### config.mk
export PLATFORM = sky130hd
export DESIGN_NAME = ipref_mem_arbiter
export DESIGN_NICKNAME = d
export VERILOG_FILES = /design/src/rtl/ipref_mem_arbiter.sv
export SDC_FILE = /design/constraint.sdc
export NUM_CORES = 1
export LEC_CHECK = 0
export ABC_CLOCK_PERIOD_IN_PS = 4200
export BUFFER_PORTS_ARGS = -buffer_cell sky130_fd_sc_hd__buf_2
export CORE_ASPECT_RATIO = 0.7
export CORE_MARGIN = 4
export CORE_UTILIZATION = 51
export DETAILED_ROUTE_END_ITERATION = 16
export HOLD_SLACK_MARGIN = 0.15
export MAX_ROUTING_LAYER = met4
export PLACE_DENSITY = 0.85
export SYNTH_ARGS = -nofsm -noshare
export SYNTH_HDL_FRONTEND = slang
export SYNTH_SLANG_ARGS = --single-unit
export TNS_END_PERCENT = 5
### constraint.sdc
create_clock -name clk_i -period 4.2 [get_ports clk_i]
set_input_delay 0.63 -clock clk_i [delete_from_list [all_inputs] [get_ports clk_i]]
set_output_delay 0.63 -clock clk_i [all_outputs]
set_load 0.05 [all_outputs]
### src/rtl/ipref_mem_arbiter.sv
`default_nettype none
// ============================================================================
//  Module      : ipref_mem_arbiter
//  Description : Shares the I$ memory request port between demand misses and
//                the stream-buffer prefetcher; steers returns by TID.
//  Revision    : 1.0 - initial release
// ============================================================================
module ipref_mem_arbiter #(
    parameter int ADDR_W     = 56,
    parameter int DATA_W     = 128,
    parameter int TID_W      = 2,
    parameter int PF_TID     = 1,
    parameter int PFQ_DEPTH  = 4,
    parameter int MAX_PF_OUT = 4
) (
    input  logic              clk_i,
    input  logic              rst_i,
    input  logic              flush_i,
    input  logic              dmd_req_i,
    input  logic [ADDR_W-1:0] dmd_addr_i,
    input  logic [TID_W-1:0]  dmd_tid_i,
    output logic              dmd_ack_o,
    input  logic              pf_req_i,
    input  logic [ADDR_W-1:0] pf_addr_i,
    output logic              pf_drop_o,
    output logic              mem_req_o,
    output logic [ADDR_W-1:0] mem_addr_o,
    output logic [TID_W-1:0]  mem_tid_o,
    input  logic              mem_ack_i,
    input  logic              mem_rtrn_vld_i,
    input  logic [TID_W-1:0]  mem_rtrn_tid_i,
    input  logic [DATA_W-1:0] mem_rtrn_data_i,
    output logic              dmd_rtrn_vld_o,
    output logic              pf_rtrn_vld_o,
    output logic [DATA_W-1:0] rtrn_data_o
);

    localparam int c_PTR_W = (PFQ_DEPTH > 1) ? $clog2(PFQ_DEPTH) : 1;
    localparam int c_CNT_W = $clog2(PFQ_DEPTH) + 1;
    localparam int c_OUT_W = $clog2(MAX_PF_OUT + 2);
    localparam int c_SUM_W = c_OUT_W + 2;

    localparam logic [c_OUT_W-1:0] c_OUT_MAX  = '1;
    localparam logic [TID_W-1:0]   c_PF_TID   = TID_W'(PF_TID);
    localparam logic [c_PTR_W-1:0] c_PTR_LAST = c_PTR_W'(PFQ_DEPTH - 1);
    localparam logic [c_CNT_W-1:0] c_FULL     = c_CNT_W'(PFQ_DEPTH);
    localparam logic [c_OUT_W:0]   c_PF_LIMIT = (c_OUT_W + 1)'(MAX_PF_OUT);

    localparam logic [1:0] c_ST_IDLE = 2'd0;
    localparam logic [1:0] c_ST_DMD  = 2'd1;
    localparam logic [1:0] c_ST_PF   = 2'd2;

    logic [1:0]         r_state;
    logic [1:0]         w_state_nxt;
    logic               r_mem_req;
    logic [ADDR_W-1:0]  r_mem_addr;
    logic [TID_W-1:0]   r_mem_tid;
    logic               r_stale;
    logic [c_OUT_W-1:0] r_pf_out;
    logic [c_OUT_W-1:0] r_discard;

    logic [ADDR_W-1:0]  r_fifo [PFQ_DEPTH];
    logic [c_PTR_W-1:0] r_wr_ptr;
    logic [c_PTR_W-1:0] r_rd_ptr;
    logic [c_CNT_W-1:0] r_count;

    logic w_fifo_ne, w_full, w_pf_room;
    logic w_pop, w_push, w_drop;
    logic w_dmd_ack, w_ack_pf;
    logic w_rtrn_pf, w_disc_dec, w_pf_dec;
    logic [c_PTR_W-1:0] w_wr_ptr_inc, w_rd_ptr_inc;
    logic [c_SUM_W-1:0] w_pf_sum, w_disc_sum;
    logic [c_OUT_W-1:0] w_pf_nxt, w_disc_nxt;

    assign w_fifo_ne = (r_count != '0);
    assign w_full    = (r_count == c_FULL);
    // The stale request in flight still occupies a slot against the cap.
    assign w_pf_room = (({1'b0, r_pf_out} + {{c_OUT_W{1'b0}}, r_stale}) < c_PF_LIMIT);

    assign w_wr_ptr_inc = (r_wr_ptr == c_PTR_LAST) ? '0 : r_wr_ptr + c_PTR_W'(1);
    assign w_rd_ptr_inc = (r_rd_ptr == c_PTR_LAST) ? '0 : r_rd_ptr + c_PTR_W'(1);

    always_comb begin
        w_state_nxt = r_state;
        w_pop       = 1'b0;
        w_dmd_ack   = 1'b0;
        w_ack_pf    = 1'b0;
        case (r_state)
            c_ST_IDLE: begin
                if (dmd_req_i) begin
                    w_state_nxt = c_ST_DMD;
                end else if (w_fifo_ne && w_pf_room && !flush_i) begin
                    w_state_nxt = c_ST_PF;
                    w_pop       = 1'b1;
                end
            end
            c_ST_DMD: begin
                if (mem_ack_i) begin
                    w_dmd_ack   = 1'b1;
                    w_state_nxt = c_ST_IDLE;
                end
            end
            c_ST_PF: begin
                if (mem_ack_i) begin
                    w_ack_pf    = 1'b1;
                    w_state_nxt = c_ST_IDLE;
                end
            end
            default: w_state_nxt = c_ST_IDLE;
        endcase
    end

    // A flush drops incoming pulses silently rather than reporting them as overflow.
    assign w_push = pf_req_i && !flush_i && (!w_full || w_pop);
    assign w_drop = pf_req_i && !flush_i && w_full && !w_pop;

    assign w_rtrn_pf  = mem_rtrn_vld_i && (mem_rtrn_tid_i == c_PF_TID);
    assign w_disc_dec = w_rtrn_pf && (r_discard != '0);
    assign w_pf_dec   = w_rtrn_pf && (r_discard == '0) && (r_pf_out != '0);

    always_comb begin
        w_pf_sum   = {2'b00, r_pf_out};
        w_disc_sum = {2'b00, r_discard};
        if (w_disc_dec) w_disc_sum = w_disc_sum - c_SUM_W'(1);
        if (w_pf_dec)   w_pf_sum   = w_pf_sum - c_SUM_W'(1);
        if (w_ack_pf) begin
            if (r_stale || flush_i) w_disc_sum = w_disc_sum + c_SUM_W'(1);
            else                    w_pf_sum   = w_pf_sum + c_SUM_W'(1);
        end
        if (flush_i) begin
            w_disc_sum = w_disc_sum + w_pf_sum;
            w_pf_sum   = '0;
        end
        w_pf_nxt   = (w_pf_sum > {2'b00, c_OUT_MAX})   ? c_OUT_MAX : w_pf_sum[c_OUT_W-1:0];
        w_disc_nxt = (w_disc_sum > {2'b00, c_OUT_MAX}) ? c_OUT_MAX : w_disc_sum[c_OUT_W-1:0];
    end

    always_ff @(posedge clk_i) begin
        if (rst_i) begin
            r_state    <= c_ST_IDLE;
            r_mem_req  <= 1'b0;
            r_mem_addr <= '0;
            r_mem_tid  <= '0;
            r_stale    <= 1'b0;
            r_pf_out   <= '0;
            r_discard  <= '0;
        end else begin
            r_state   <= w_state_nxt;
            r_mem_req <= (w_state_nxt != c_ST_IDLE);
            if (r_state == c_ST_IDLE && dmd_req_i) begin
                r_mem_addr <= dmd_addr_i;
                r_mem_tid  <= dmd_tid_i;
            end else if (w_pop) begin
                r_mem_addr <= r_fifo[r_rd_ptr];
                r_mem_tid  <= c_PF_TID;
            end
            if (w_ack_pf)
                r_stale <= 1'b0;
            else if (flush_i && r_state == c_ST_PF)
                r_stale <= 1'b1;
            r_pf_out  <= w_pf_nxt;
            r_discard <= w_disc_nxt;
        end
    end

    always_ff @(posedge clk_i) begin
        if (rst_i || flush_i) begin
            r_wr_ptr <= '0;
            r_rd_ptr <= '0;
            r_count  <= '0;
        end else begin
            if (w_push) r_wr_ptr <= w_wr_ptr_inc;
            if (w_pop)  r_rd_ptr <= w_rd_ptr_inc;
            r_count <= r_count + c_CNT_W'(w_push) - c_CNT_W'(w_pop);
        end
    end

    // Storage needs no reset; the count qualifies every entry.
    always_ff @(posedge clk_i) begin
        if (w_push) r_fifo[r_wr_ptr] <= pf_addr_i;
    end

    assign dmd_ack_o      = w_dmd_ack;
    assign pf_drop_o      = w_drop;
    assign mem_req_o      = r_mem_req;
    assign mem_addr_o     = r_mem_addr;
    assign mem_tid_o      = r_mem_tid;
    assign dmd_rtrn_vld_o = mem_rtrn_vld_i && (mem_rtrn_tid_i != c_PF_TID);
    assign pf_rtrn_vld_o  = w_pf_dec;
    assign rtrn_data_o    = mem_rtrn_data_i;

    a_dmd_tid_legal : assert property (@(posedge clk_i) disable iff (rst_i)
        dmd_req_i |-> (dmd_tid_i != c_PF_TID));

    a_req_stable : assert property (@(posedge clk_i) disable iff (rst_i)
        (mem_req_o && !mem_ack_i) |=> ($stable(mem_addr_o) && $stable(mem_tid_o)));

    a_pf_rtrn_expected : assert property (@(posedge clk_i) disable iff (rst_i)
        !(w_rtrn_pf && (r_discard == '0) && (r_pf_out == '0)));

endmodule
`default_nettype wire

==> results of run 1 <==
per-layer routing:
layer / share of wire [%] / up-vias / GRT usage, %
met4: 1.3 / 0 / 2.93
met2: 46 / 355 / 30.8
met3: 12 / 31 / 10.0
li1: - / 3278 / -
met5: 0 / - / -
met1: 41 / 3559 / 27.3
flip-flops by register name, indices dropped and copies added, names as in the netlist, named ones only:
register    flops
mem_tid_o       2
r_stale         1
r_fifo        224
r_state         2
r_discard       3
mem_req_o       1
r_wr_ptr        2
r_rd_ptr        2
r_count         3
mem_addr_o     56
r_pf_out        3
metrics by stage:
step | total power [mW] | std cells | worst slack, ns | hold WS (ns) | instance area, sq um
finish | 6.64 | 1284 | 0.529 | 0.283 | 14400
global route | 6.90 | 1282 | 0.274 | 0.267 | 14400
CTS | 6.69 | 1279 | 0.526 | 0.258 | 14400
detailed placement | 4.06 | 1225 | 0.553 | 0.460 | 13400
global placement | 4.04 | 1225 | 0.601 | 0.450 | 13400
floorplan | 4.18 | 872 | 0.687 | 0.454 | 13300
kinds of logic (layout without fill, tap and decap cells):
family,count (synthesis),in the layout
AOI/OAI and AO/OA,101,101
buffers and inverters,196,272
xor gates and xnor gates,12,12
muxes,119,119
DFF,301,301
adders and majority gates,23,23
other,0,5
and+or+nand+nor,120,120
Yosys cell counts (3+ instances only):
cell type    n
nand2_1     13
nor2_1      74
xnor2_1      7
nand3_1      4
xor2_1       4
and2_1       6
buf_12       6
edfxtp_1   224
o21a_1       3
buf_6        4
nor3_1       3
a21oi_1     10
mux4_2      56
buf_2        7
buf_4      128
o21ai_0      5
clkbuf_1    25
ha_1        21
mux2i_1     62
a211oi_1    58
o22ai_1      3
inv_1       25
dfxtp_1     77
area by class of cell:
class,count,area [sq um]
repair buffers,193,986
flip-flops and latches,301,8270
multi-input cells,375,3670
well taps,331,414
inverters,25,93.8
diodes,5,12.5
fillers,1992,11200
clock inverters,16,188
clock buffers,38,779
worst paths after layout:
| kind | start | end | slack (ns) | depth (start not counted) |
|---|---|---|---|---|
| max | r_discard[0]$_SDFF_PP0_ | r_discard[1]$_SDFF_PP0_ | 0.53 | 16 |
| min reg2reg | r_rd_ptr[1]$_SDFFE_PP0N_ | register | 0.47 | 2 |
| max reg2reg | r_discard[0]$_SDFF_PP0_ | r_discard[1]$_SDFF_PP0_ | 0.53 | 16 |
| min | pf_addr_i[33] | r_fifo[2][33]$_DFFE_PP_ | 0.28 | 1 |
power breakdown:
group          internal [mW]  switching [mW]
logic                  0.212           0.448
registers               3.29          0.0487
clock network           1.51            1.13
placed cells by master, fill, tap and decap left out, types with 7 or more instances in the layout:
| cell | count |
|---|---|
| ha_1 | 21 |
| inv_1 | 25 |
| mux2i_1 | 62 |
| a21oi_1 | 10 |
| dfxtp_1 | 75 |
| buf_4 | 8 |
| nor2_1 | 74 |
| a211oi_1 | 58 |
| nand2_1 | 12 |
| buf_2 | 185 |
| edfxtp_1 | 224 |
| mux4_2 | 56 |
| clkbuf_16 | 29 |
| xnor2_1 | 7 |
| clkbuf_1 | 7 |
critical path, cell delays in order (launching register included):
cell	delay, ns
dfxtp_1	0.46
inv_1	0.12
ha_1	0.28
and2b_4	0.21
and3_4	0.19
mux2_4	0.30
inv_1	0.06
ha_1	0.17
nand2_1	0.07
xnor2_1	0.19
inv_1	0.09
ha_1	0.36
a21o_1	0.20
a21oi_1	0.16
xor2_1	0.19
mux2i_1	0.32
o22ai_1	0.13
==> flow_summary.toml, run 1 <==
[grt]
grt_max_degree = 86
grt_use_total_pct = 20.9
antenna_found_initial = 3
grt_pass1_wl_mm = 44.6
grt_pass1_vias = 7274
grt-ovfl-total = 0

[cts]
ctsLongestPathBuffers = 3
postCtsSetupBuffers = 0
hold_buffers = 0
clockRootBuffer = "clkbuf_16"
cts_buffers = 29
clock_latency_ns = 0.56
htreeDepth = 1
cts_resized = 0
cts.clk_slew.worst_paths_ns = 0.07
cts_sinks = 301
cts_tree = "built"

[synth]
synth_edf_count = 224
synth.area.top_cells = "edfxtp_1 (51%), dfxtp_1 (12%), mux4_2 (9.5%), buf_4 (7.2%), mux2i_1 (4.7%)"
synth_compound_gate_area_share_pct = 5.72
synth_top_area_cell = "edfxtp_1"
synth_ff_type = "edfxtp_1"
netlist_instances = 872
synth_fa_ha_area_share_pct = 2.28
yosys.area.top_type_share_pct = 50.7
synth-xor-area-share_pct = 0.896
synth_cell_types = 62
synthSimpleGateAreaFrac_pct = 4.29
yosysSeqAreaShare_pct = 62.3
synth.area.mux_share_pct = 14.3
syn_nets = 1146
ys_seq_elements = 301
synth_top_family_by_area = "multiplexers"
synth_warnings = 0
avgSynthCellArea_sq_um = 15.2
synth_area_sq_um = 13300
synthArstFlopShare_pct = 0

[timing]
rsz0062_at_grt = "false"
period_needed_ns = 3.67
tns_ns = 0
setup_viol = 0
finalHoldViolations = 0
finClkSkew_ns = 0.0141
relSlewSlack_pct = 35.4
final_max_slew_viol_count = 0
period_share_pct = 87.4
tightest_slew_ns = 0.969
max_freq_ghz = 0.272

[die]
chipWidth_um = 201
rows = 49
die_y_um = 143
ios = 442
coreArea_sq_um = 25600
start_util_pct = 51.8
die-area_sq_um = 28700

[placed_design]
gp_congestion = 0.780
numPortBuffers = 185
dpl.hpwl_mm = 20.1

[routing]
drt_pass1_iterations = 5
vias = 7223
routed_via_density = 5.63
wl_per_cell_um = 23.1
ant_nets = 0
drc = 0
wl_mm = 29.6
drt_iter0_drc = 430

[setup_path]
arrival_ns = 4.08
start_kind = "register"
cp.required_ns = 4.61
cp_max_fo = 6
endpoint_kind = "register"
worstSetupPathType = "reg2reg"

[power]
power_density_nw_per_um2 = 461
ir_worst_vdd_mv = 0.311
p_leak_nw = 5.58

[final_layout]
utilization_pct = 56.3
final_nets = 1199
drive_above_1_share_pct = 33.0
area_growth_pct = 8.68

[job]
maxCapViolations = 0

[outcome]
run_status = "complete, no violations"

[hold_path]
hold_class = "in2reg"
No activity file was read; power rests on OpenSTA's default activity.
==> inputs of run 2 (changes only) <==
- RECOVER_POWER: default -> 100
==> flow_summary.toml, run 2 (same netlist as run 1, synthesis figures left out) <==
[outcome]
run_status = "finished with violations"
failed_checks = "capacitance limit, slew limit"

[placed_design]
dpl.hpwl_mm = 20.1
numPortBuffers = 185
gp_congestion = 0.780
placed_cell_area_sq_um = 13400

[timing]
tns_ns = 0
setup_viol = 0
final_max_slew_viol_count = 276
period_needed_ns = 3.73
max_freq_ghz = 0.268
finalHoldViolations = 0
rsz0062_at_grt = "false"
tightest_slew_ns = 1.71
holdWs_ns = 0.317
finClkSkew_ns = 0.0127
relSlewSlack_pct = -14.2
period_share_pct = 88.7

[routing]
routed_via_density = 5.64
drt_pass1_iterations = 4
ant_nets = 0
drt_iter0_drc = 430
vias = 7214
wl_mm = 29.7
wl_per_cell_um = 23.2
drc = 0

[setup_path]
regToRegSetupSlack_ns = 0.47
start_kind = "register"
rr_worst_depth = 16
cp-endpoint = "r_discard[1]$_SDFF_PP0_"
endpoint_kind = "register"
arrival_ns = 4.13
crit_start = "r_discard[0]$_SDFF_PP0_"
cp.required_ns = 4.61
worstSetupPathType = "reg2reg"
reg2reg_to = "r_discard[1]$_SDFF_PP0_"
r2r_start = "r_discard[0]$_SDFF_PP0_"
cp_max_fo = 6

[power]
switching_share_pct = 24.6
switchingPower_mw = 1.63
p_leak_nw = 5.18
power_density_nw_per_um2 = 465
clkPwrFrac_pct = 40.0
finalPower_mw = 6.62
combPwrFrac_pct = 9.6
internal-power_mw = 4.99
ir_worst_vdd_mv = 0.310
seqPwrFrac_pct = 50.5

[final_layout]
final_common_cell = "edfxtp_1"
largest-register = "r_fifo"
layout_common_cells = "edfxtp_1 (224), clkbuf_1 (127), dfxtp_1 (75), nor2_1 (74), buf_2 (66)"
final_nets = 1199
largest_reg_flops = 224
drive_above_1_share_pct = 19.9
area_growth_pct = 7.23
design_area_sq_um = 14200

[die]
start_util_pct = 51.8
chipWidth_um = 201
rows = 49
die_y_um = 143
ios = 442
die-area_sq_um = 28700
coreArea_sq_um = 25600

[cts]
cts.clk_slew.worst_paths_ns = 0.07
cts_sinks = 301
postCtsSetupBuffers = 0
cts_resized = 0
htreeDepth = 1
hold_buffers = 0
ctsLongestPathBuffers = 3
clockRootBuffer = "clkbuf_16"
clock_latency_ns = 0.56
cts_tree = "built"
cts_buffers = 29

[job]
maxCapViolations = 5

[grt]
grt_max_degree = 86
grt-ovfl-total = 0
grt_use_total_pct = 20.9
grt_pass1_wl_mm = 44.6
antenna_found_initial = 1
grt_pass1_vias = 7274

[hold_path]
hold_class = "in2reg"
run 2: final cells by class:
| cell class | count | area, sq um |
|---|---|---|
| multi-input cells | 375 | 3650 |
| flip-flops and latches | 301 | 8270 |
| inverters | 25 | 93.8 |
| repair buffers | 193 | 831 |
| diodes | 1 | 2.50 |
| well taps | 331 | 414 |
| clock buffers | 38 | 779 |
| clock inverters | 16 | 188 |
| fillers | 2074 | 11400 |
run 2: worst min-delay path by stage:
stage	from	end	slack, ns	cells past startpoint
2_1_floorplan	r_rd_ptr[1]$_SDFFE_PP0N_	register	0.45	2
3_3_place_gp	mem_tid_o[1]$_SDFFE_PP0P_	mem_tid_o[1]$_SDFFE_PP0P_	0.45	2
3_5_place_dp	mem_tid_o[1]$_SDFFE_PP0P_	mem_tid_o[1]$_SDFFE_PP0P_	0.46	2
4_1_cts	pf_addr_i[43]	r_fifo[3][43]$_DFFE_PP_	0.26	1
5_1_grt	dmd_tid_i[1]	mem_tid_o[1]$_SDFFE_PP0P_	0.30	3
6_report	dmd_tid_i[1]	mem_tid_o[1]$_SDFFE_PP0P_	0.32	3
run 2: power groups by stage:
stage / sequential (mW) / combinational (mW) / clock, mW
after global routing: 3.35 / 0.683 / 2.84
after detailed placement: 3.40 / 0.658 / 0
after floorplan: 3.59 / 0.590 / 0
final: 3.34 / 0.632 / 2.64
after global placement: 3.40 / 0.644 / 0
after CTS: 3.34 / 0.663 / 2.68
run 2: metal layers:
layer	track usage [%]	share of wire (%)	vias up	wire, um
met3	10.0	12	29	3500
met5	-	0	-	0
li1	-	-	3268	-
met2	30.8	46	369	13600
met4	2.93	1.2	0	355
met1	27.3	41	3548	12200
run 2: critical path, stage by stage (launching register included):
cell and delay (ns):
dfxtp_1 0.46, inv_1 0.12, ha_1 0.27, and2b_1 0.24, and3_4 0.21, mux2_1 0.33
inv_1 0.07, ha_1 0.17, nand2_1 0.07, xnor2_1 0.19, inv_1 0.09, ha_1 0.36
a21o_1 0.20, a21oi_1 0.16, xor2_1 0.19, mux2i_1 0.31, o22ai_1 0.13
run 2: per-stage QoR:
stage / std cells / util (%) / setup WS [ns]
4_1_cts: 1279 / 56.2 / 0.526
5_1_grt: 1280 / 55.5 / 0.176
3_3_place_gp: 1225 / 52.4 / 0.601
3_5_place_dp: 1225 / 52.4 / 0.553
2_1_floorplan: 872 / - / 0.687
6_report: 1280 / 55.5 / 0.474
==> inputs of run 3 (changes only) <==
- CORE_MARGIN: 4 -> 2
==> flow_summary.toml, run 3 (same netlist as run 1, synthesis figures left out) <==
[placed_design]
dpl.hpwl_mm = 19.8
numPortBuffers = 185
dp_cells = 1229
placed_cell_area_sq_um = 13500
gp_congestion = 0.873

[routing]
vias = 7156
ant_nets = 0
drt_pass1_iterations = 4
drt_iter0_drc = 473
routed_via_density = 5.58
drc = 0
wl_per_cell_um = 22.2
wl_mm = 28.5

[hold_path]
hp-start = "dmd_tid_i[1]"
hold_end = "mem_tid_o[1]$_SDFFE_PP0P_"
hold_depth = 3
hold_class = "in2reg"

[die]
ios = 442
rows = 49
chipWidth_um = 197
die-area_sq_um = 27300
start_util_pct = 51.8
die_y_um = 139
coreArea_sq_um = 25600

[final_layout]
multiInputGateArea_sq_um = 3640
fillCellCount = 2070
area_growth_pct = 7.42
largest_reg_flops = 224
final_common_cell = "edfxtp_1"
regArea_sq_um = 8270
instances_no_fill = 1283
layout_common_cells = "edfxtp_1 (224), clkbuf_1 (126), dfxtp_1 (75), nor2_1 (74), buf_2 (66)"
design_area_sq_um = 14300
final_nets = 1203
largest-register = "r_fifo"
utilization_pct = 55.6
drive_above_1_share_pct = 20.4

[outcome]
run_status = "finished with violations"
failed_checks = "capacitance limit, slew limit"

[cts]
clock_latency_ns = 0.54
cts_sinks = 301
cts_resized = 0
cts.clk_slew.worst_paths_ns = 0.07
clockRootBuffer = "clkbuf_16"
cts_buffers = 29
htreeDepth = 1
postCtsSetupBuffers = 0
hold_buffers = 0
ctsLongestPathBuffers = 3
cts_tree = "built"

[grt]
grt-ovfl-total = 0
grt_pass1_wl_mm = 42.5
grt_pass1_vias = 7133
grt_use_total_pct = 20.9
grt_max_degree = 114
antenna_found_initial = 1

[timing]
relSlewSlack_pct = -38.4
period_share_pct = 89.0
finClkSkew_ns = 0.0192
final_max_slew_viol_count = 114
setup_viol = 0
period_needed_ns = 3.74
max_freq_ghz = 0.268
tightest_slew_ns = 2.08
rsz0062_at_grt = "false"
finalHoldViolations = 0
tns_ns = 0

[setup_path]
arrival_ns = 4.14
endpoint_kind = "register"
crit_family = "simple AND/OR/NAND/NOR gates"
reg2reg_to = "r_discard[2]$_SDFF_PP0_"
start_kind = "register"
worstSetupPathType = "reg2reg"
path_buf_inv = 3
rr_worst_depth = 16
cp.required_ns = 4.60
r2r_start = "r_discard[0]$_SDFF_PP0_"
regToRegSetupSlack_ns = 0.46
cpPeakStageDelay_ns = 0.45
slowest_stage = "dfxtp_1"
cp_max_fo = 6
crit_path_cell_trace = "inv_1 > ha_1 > and2b_1 > and3_1 > mux2_1 > inv_1 > ha_1 > nand2_1 > xnor2_1 > inv_1 > ha_1 > a21oi_1 > and4b_1 > o2111ai_1 > mux2i_1 > o22ai_1"

[power]
power_density_nw_per_um2 = 463
ir_worst_vdd_mv = 0.405
p_leak_nw = 5.21
finalPower_mw = 6.60

[job]
maxCapViolations = 1
[run 3: tightest hold or removal path, cell delays in order]
cell and delay [ns]:
buf_2 0.10, nand2_1 0.05, a21oi_1 0.05
[run 3: worst max path at each step]
stage / depth (start not counted) / to / slack, ns / start
CTS: 8 / pf_drop_o / 0.42 / r_state[0]$_SDFF_PP0_
detailed placement: 15 / r_discard[2]$_SDFF_PP0_ / 0.60 / mem_rtrn_tid_i[1]
floorplan: 16 / r_discard[1]$_SDFF_PP0_ / 0.69 / mem_rtrn_tid_i[1]
finish: 16 / r_discard[2]$_SDFF_PP0_ / 0.46 / r_discard[0]$_SDFF_PP0_
global route: 16 / r_discard[2]$_SDFF_PP0_ / 0.25 / r_discard[0]$_SDFF_PP0_
global placement: 15 / r_discard[1]$_SDFF_PP0_ / 0.67 / mem_rtrn_tid_i[1]
[run 3: power breakdown]
group	switching [mW]	internal, mW	total [mW]
Sequential	0.0486	3.29	3.34
Combinational	0.440	0.187	0.627
Clock	1.06	1.57	2.63
[run 3: layer usage]
| layer | up-vias | track usage, % | wire length (um) |
|---|---|---|---|
| met5 | - | - | 0 |
| met4 | 0 | 3.48 | 384 |
| met2 | 355 | 29.4 | 12500 |
| met3 | 32 | 9.27 | 3460 |
| li1 | 3276 | - | - |
| met1 | 3493 | 28.6 | 12200 |
[run 3: area by class of cell]
cell class | count | area share [%]
diodes | 1 | 0.0176
inverters | 25 | 0.658
well taps | 331 | 2.91
multi-input cells | 375 | 25.6
clock inverters | 13 | 1.22
repair buffers | 197 | 5.99
flip-flops and latches | 301 | 58.1
clock buffers | 40 | 5.59
[run 3: through the flow]
step	hold slack (ns)	setup slack [ns]
2_1_floorplan	0.454	0.687
4_1_cts	0.284	0.420
3_5_place_dp	0.471	0.597
6_report	0.351	0.463
5_1_grt	0.328	0.254
3_3_place_gp	0.451	0.666
